$ cat src/rtl/mux_pkg.sv
// Shared definitions for the N-channel stream multiplexer.
package mux_pkg;

   // Channel selection policy.
   typedef enum logic [0:0] {
      MODE_FIXED = 1'b0, // granted channel taken from the sel input
      MODE_RR    = 1'b1  // granted channel chosen round-robin among valid inputs
   } mode_e;

endpackage

$ cat src/rtl/rr_arbiter.sv
// Round-robin arbiter: one-hot grant to the first requester after the last
// transferred channel. The pointer moves only when the caller reports a transfer.
module rr_arbiter #(
   parameter int unsigned CHANNELS = 4
) (
   input  logic                clk,
   input  logic                reset_n,
   input  logic [CHANNELS-1:0] req,
   input  logic                advance,
   output logic [CHANNELS-1:0] grant
);

   localparam int unsigned IdxW = $clog2(CHANNELS);

   logic [IdxW-1:0] last_q, last_d;
   logic [IdxW-1:0] pick;
   logic [IdxW-1:0] idx_w;
   logic            found;
   int unsigned     idx;

   // Search upward from last+1 with wrap-around; first requester wins.
   always_comb begin
      grant = '0;
      pick  = last_q;
      found = 1'b0;
      idx   = 0;
      idx_w = '0;
      for (int unsigned k = 1; k <= CHANNELS; k++) begin
         idx   = (32'(last_q) + k) % CHANNELS;
         idx_w = idx[IdxW-1:0];
         if (!found && req[idx_w]) begin
            found        = 1'b1;
            grant[idx_w] = 1'b1;
            pick         = idx_w;
         end
      end
   end

   // A grant without a transfer must not move the pointer.
   always_comb begin
      last_d = advance ? pick : last_q;
   end

   // Pointer resets to the top channel so channel 0 is served first.
   always_ff @(posedge clk or negedge reset_n) begin
      if (!reset_n) begin
         last_q <= IdxW'(CHANNELS - 1);
      end else begin
         last_q <= last_d;
      end
   end

endmodule

$ cat src/rtl/mux_stream_n.sv
// N-to-1 valid/ready stream multiplexer with a single registered output stage,
// fixed (sel-driven) or round-robin channel selection, and a transfer counter.
module mux_stream_n
   import mux_pkg::*;
#(
   parameter int unsigned WIDTH    = 16,
   parameter int unsigned CHANNELS = 4,
   parameter mode_e       MODE     = MODE_FIXED
) (
   input  logic                         clk,
   input  logic                         reset_n,
   input  logic [CHANNELS*WIDTH-1:0]    in_data,
   input  logic [CHANNELS-1:0]          in_valid,
   output logic [CHANNELS-1:0]          in_ready,
   input  logic [$clog2(CHANNELS)-1:0]  sel,
   output logic [WIDTH-1:0]             out_data,
   output logic                         out_valid,
   input  logic                         out_ready,
   output logic [$clog2(CHANNELS)-1:0]  out_chan,
   output logic [15:0]                  beat_count
);

   localparam int unsigned SelW = $clog2(CHANNELS);

   logic [CHANNELS-1:0] grant;
   logic                free;
   logic                in_xfer;
   logic                out_xfer;
   logic [WIDTH-1:0]    mux_data;
   logic [SelW-1:0]     mux_chan;

   logic [WIDTH-1:0]    out_data_q, out_data_d;
   logic [SelW-1:0]     out_chan_q, out_chan_d;
   logic                out_valid_q, out_valid_d;
   logic [15:0]         beat_count_q, beat_count_d;

   // Output stage can take a beat when empty or being drained this cycle.
   // reset_n gates in_ready so nothing is offered while reset is held.
   assign free     = ~out_valid_q | out_ready;
   assign in_ready = grant & {CHANNELS{free & reset_n}};
   assign in_xfer  = |(in_valid & in_ready);
   assign out_xfer = out_valid_q & out_ready;

   if (MODE == MODE_RR) begin : g_rr
      logic unused_sel;
      assign unused_sel = ^sel;

      rr_arbiter #(
         .CHANNELS (CHANNELS)
      ) u_arb (
         .clk     (clk),
         .reset_n (reset_n),
         .req     (in_valid),
         .advance (in_xfer),
         .grant   (grant)
      );
   end else begin : g_fixed
      // Decode sel; out-of-range values match no channel and give no grant.
      always_comb begin
         grant = '0;
         for (int unsigned i = 0; i < CHANNELS; i++) begin
            grant[i] = (32'(sel) == i);
         end
      end
   end

   // One-hot AND-OR select of the granted channel's data and index.
   always_comb begin
      mux_data = '0;
      mux_chan = '0;
      for (int unsigned i = 0; i < CHANNELS; i++) begin
         mux_data = mux_data | (in_data[i*WIDTH +: WIDTH] & {WIDTH{grant[i]}});
         mux_chan = mux_chan | (SelW'(i) & {SelW{grant[i]}});
      end
   end

   // Load on input transfer (drain and refill in one cycle keeps valid high),
   // clear valid on a bare output transfer, count every output transfer.
   always_comb begin
      out_data_d   = out_data_q;
      out_chan_d   = out_chan_q;
      out_valid_d  = out_valid_q;
      beat_count_d = beat_count_q;
      if (in_xfer) begin
         out_data_d  = mux_data;
         out_chan_d  = mux_chan;
         out_valid_d = 1'b1;
      end else if (out_xfer) begin
         out_valid_d = 1'b0;
      end
      if (out_xfer) begin
         beat_count_d = beat_count_q + 16'd1;
      end
   end

   // Output register and counter state.
   always_ff @(posedge clk or negedge reset_n) begin
      if (!reset_n) begin
         out_data_q   <= '0;
         out_chan_q   <= '0;
         out_valid_q  <= 1'b0;
         beat_count_q <= '0;
      end else begin
         out_data_q   <= out_data_d;
         out_chan_q   <= out_chan_d;
         out_valid_q  <= out_valid_d;
         beat_count_q <= beat_count_d;
      end
   end

   assign out_data   = out_data_q;
   assign out_chan   = out_chan_q;
   assign out_valid  = out_valid_q;
   assign beat_count = beat_count_q;

endmodule

$ cat config.mk
export PLATFORM = sky130hd
export DESIGN_NAME = mux_stream_n
export DESIGN_NICKNAME = d
export VERILOG_FILES = /design/src/rtl/mux_pkg.sv /design/src/rtl/rr_arbiter.sv /design/src/rtl/mux_stream_n.sv
export SDC_FILE = /design/constraint.sdc
export NUM_CORES = 1
export LEC_CHECK = 0
export BUFFER_PORTS_ARGS = -buffer_cell sky130_fd_sc_hd__clkbuf_2
export CAP_MARGIN = 5
export CORE_ASPECT_RATIO = 1.25
export CORE_UTILIZATION = 35
export DETAILED_ROUTE_END_ITERATION = 7
export GPL_TIMING_DRIVEN = 0
export PLACE_DENSITY_LB_ADDON = 0.12
export SYNTH_ARGS = -nofsm -noshare
export SYNTH_HDL_FRONTEND = slang
export SYNTH_SLANG_ARGS = --single-unit
$ cat constraint.sdc
create_clock -name clk -period 2 [get_ports clk]
set_input_delay 0.4 -clock clk [delete_from_list [all_inputs] [get_ports clk]]
set_output_delay 0.4 -clock clk [all_outputs]
set_load 0.02 [all_outputs]
==> qor.csv <==
metric,value,unit
io_pins,112,
dr.pass1.iters,3,
drive_gt1_share,63.5,%
die_w,67.9,um
synth_commonest_cells,"dfrtp_1, mux4_2, mux2_4",
yosysSeqAreaShare,46.1,%
max-clock-path-buffers,2,
dp.final_hpwl,3260,um
antenna_left,0,
power_density,878,nW/um^2
syn-num-nets,208,
rsz0062_at_grt,false,
multi_input_area,985,sq um
required,1600,ps
fin_setup_tns,0,ps
yosys_register_bits,35,
outcome,finished clean,
async_reset_ff_share,100,%
drv_slew,0,
synth_most_common_cell,dfrtp_1,
slew_headroom,62.7,%
grt_max_degree,38,
cts_inserted_buffers,5,
clk_latency,280,ps
n_antenna_cell,0,
power,0.00231,W
worst_pin_slew,560,ps
cts_tree,yes,
worstPathMaxFanout,5,
start_util,36.9,%
finalNonFillerCells,314,
hp-class,input port to async pin,
rows,29,
routabilityCongestion,0.675,
core-area,5150,sq um
dpl-instance-area,2530,sq um
cap_violations,0,
synth_area_leader_cell,dfrtp_1,
grt_pass1_vias,1468,
crit_arrival,1440,ps
dp_worst_setup_slack,-376,ps
netlist_instances,134,
h-tree-depth,2,
numPortBuffers,111,
dp_cells,307,
area_growth,38.5,%
grt_overflow,0,
vias,1503,
finalCritPeriodShare,92.0,%
critPathLaunchType,register,
finalSetupViolations,0,
drc_errors,0,
finalInstanceArea,2630,sq um
wl_per_cell,13.0,um
drt_iter0_drc,26,
end_kind,output port,
seq_area,876,sq um
post_cts_buffers,0,
grt_pass1_wl,6560,um
ys_types,27,
leakagePower,1.37,nW
vias_per_cell,4.79,
die_h,84.4,um
antenna_found_initial,0,
finalCriticalPeriod,1840,ps
cts.sinks,35,
yosysTopAreaCellShare,46.1,%
synth.avg_cell_area,14.2,sq um
crit_type,register to output port,
nFillCells,461,
setup_ws,159,ps
synthTopCellsByArea,"dfrtp_1, mux4_2, mux2_4",
peakVddDrop,331,uV
finalHoldViolCount,0,
cts-root-buf,clkbuf_8,
hold_buffers,0,
fmax,543,MHz
clk_pin_slew,70,ps
wl,4090,um
syn_area,1900,sq um
final_nets,326,
yosysWarnings,0,
synth_ff_type,dfrtp_1,
synth_edf_count,0,
grt_usage,15.4,%
die-area,5730,sq um
clock_skew,5.12,ps
[worst max-delay path, cell delays in order (launching register included)]
cell	delay, ps
dfrtp_1	420
nand2b_1	160
and2_4	200
nor3b_1	180
clkbuf_2	200
[cell families after synthesis]
family,count (synthesis),synth area share (%)
compound gates,3,1.64
xor+xnor,15,6.91
fa+ha+maj,1,0.658
buf+inv,9,2.30
flops,35,46.1
mux,36,32.8
simple gates,35,9.67
[area by class of cell]
class	count	share of cell area, %
timing repair buffer	111	21.4
buffer	5	1.09
clock buffer	6	3.14
inverter	4	0.570
tap	62	2.95
clock inverter	1	0.190
sequential	35	33.3
multi-input combinational	90	37.4
[worst paths after layout]
| path | startpoint | depth (start not counted) | to | slack [ps] |
|---|---|---|---|---|
| max | out_valid | 4 | in_ready[0] | 160 |
| min | reset_n | 1 | beat_count[5] | 10 |
| max reg2reg | beat_count[0] | 5 | beat_count[12] | 280 |
| min reg2reg | beat_count[15] | 1 | beat_count[15] | 480 |
| max in group asynchronous | reset_n | 1 | out_data[13] | 1750 |
| min in group clk | out_ready | 3 | beat_count[0] | 430 |
[sequential cells by signal (all words and copies together), names as in the netlist]
register	cells
out_data	16
beat_count	16
out_valid	1
out_chan	2
[layout by cell type, fill, tap and decap left out]
master / n
clkbuf_1: 2
nor4_2: 1
a21oi_1: 2
dfrtp_1: 35
inv_1: 4
clkbuf_8: 7
mux4_2: 16
mux2_2: 9
nand2b_4: 1
nor3_1: 3
xnor2_1: 9
ha_1: 1
clkbuf_2: 110
buf_6: 1
xor2_1: 6
mux2_1: 1
nand3_1: 5
nor2b_1: 1
o211ai_4: 1
nand2b_1: 1
buf_2: 2
clkinv_2: 1
mux2_4: 10
and3_1: 1
nand4_1: 3
nand2_1: 9
nor4_1: 1
nor3b_1: 1
and2_4: 1
nor2_1: 7
[layer usage]
metal	global-route usage [%]	routed length, um	vias up	part of all wire, %
li1	-	-	721	-
met1	17.7	1630	713	40
met2	26.2	2140	64	52
met3	3.53	255	5	6.2
met4	6.82	60	0	1.5
met5	0	0	-	0
[repair_timing]
action / 4_1_cts / 5_1_grt
resized for setup: 2 / 2
gates cloned: 0 / 0
setup endpoints to repair: 13 / 4
[report_power, final]
part / total (W) / switching, W / internal (W)
logic: 0.000819 / 0.000434 / 0.000385
registers: 0.000987 / 0.000120 / 0.000867
clock network: 0.000506 / 0.000237 / 0.000270
total: 0.00231 / 0.000790 / 0.00152
[metrics by stage]
step                utilization [%]  hold WS, ps
CTS                            51.1         18.5
global route                   51.1         27.3
global placement               49.2          462
finish                         51.1         14.1
floorplan                         -          104
detailed placement             49.2          475
Note: power is estimated with default switching activity, not from simulation.
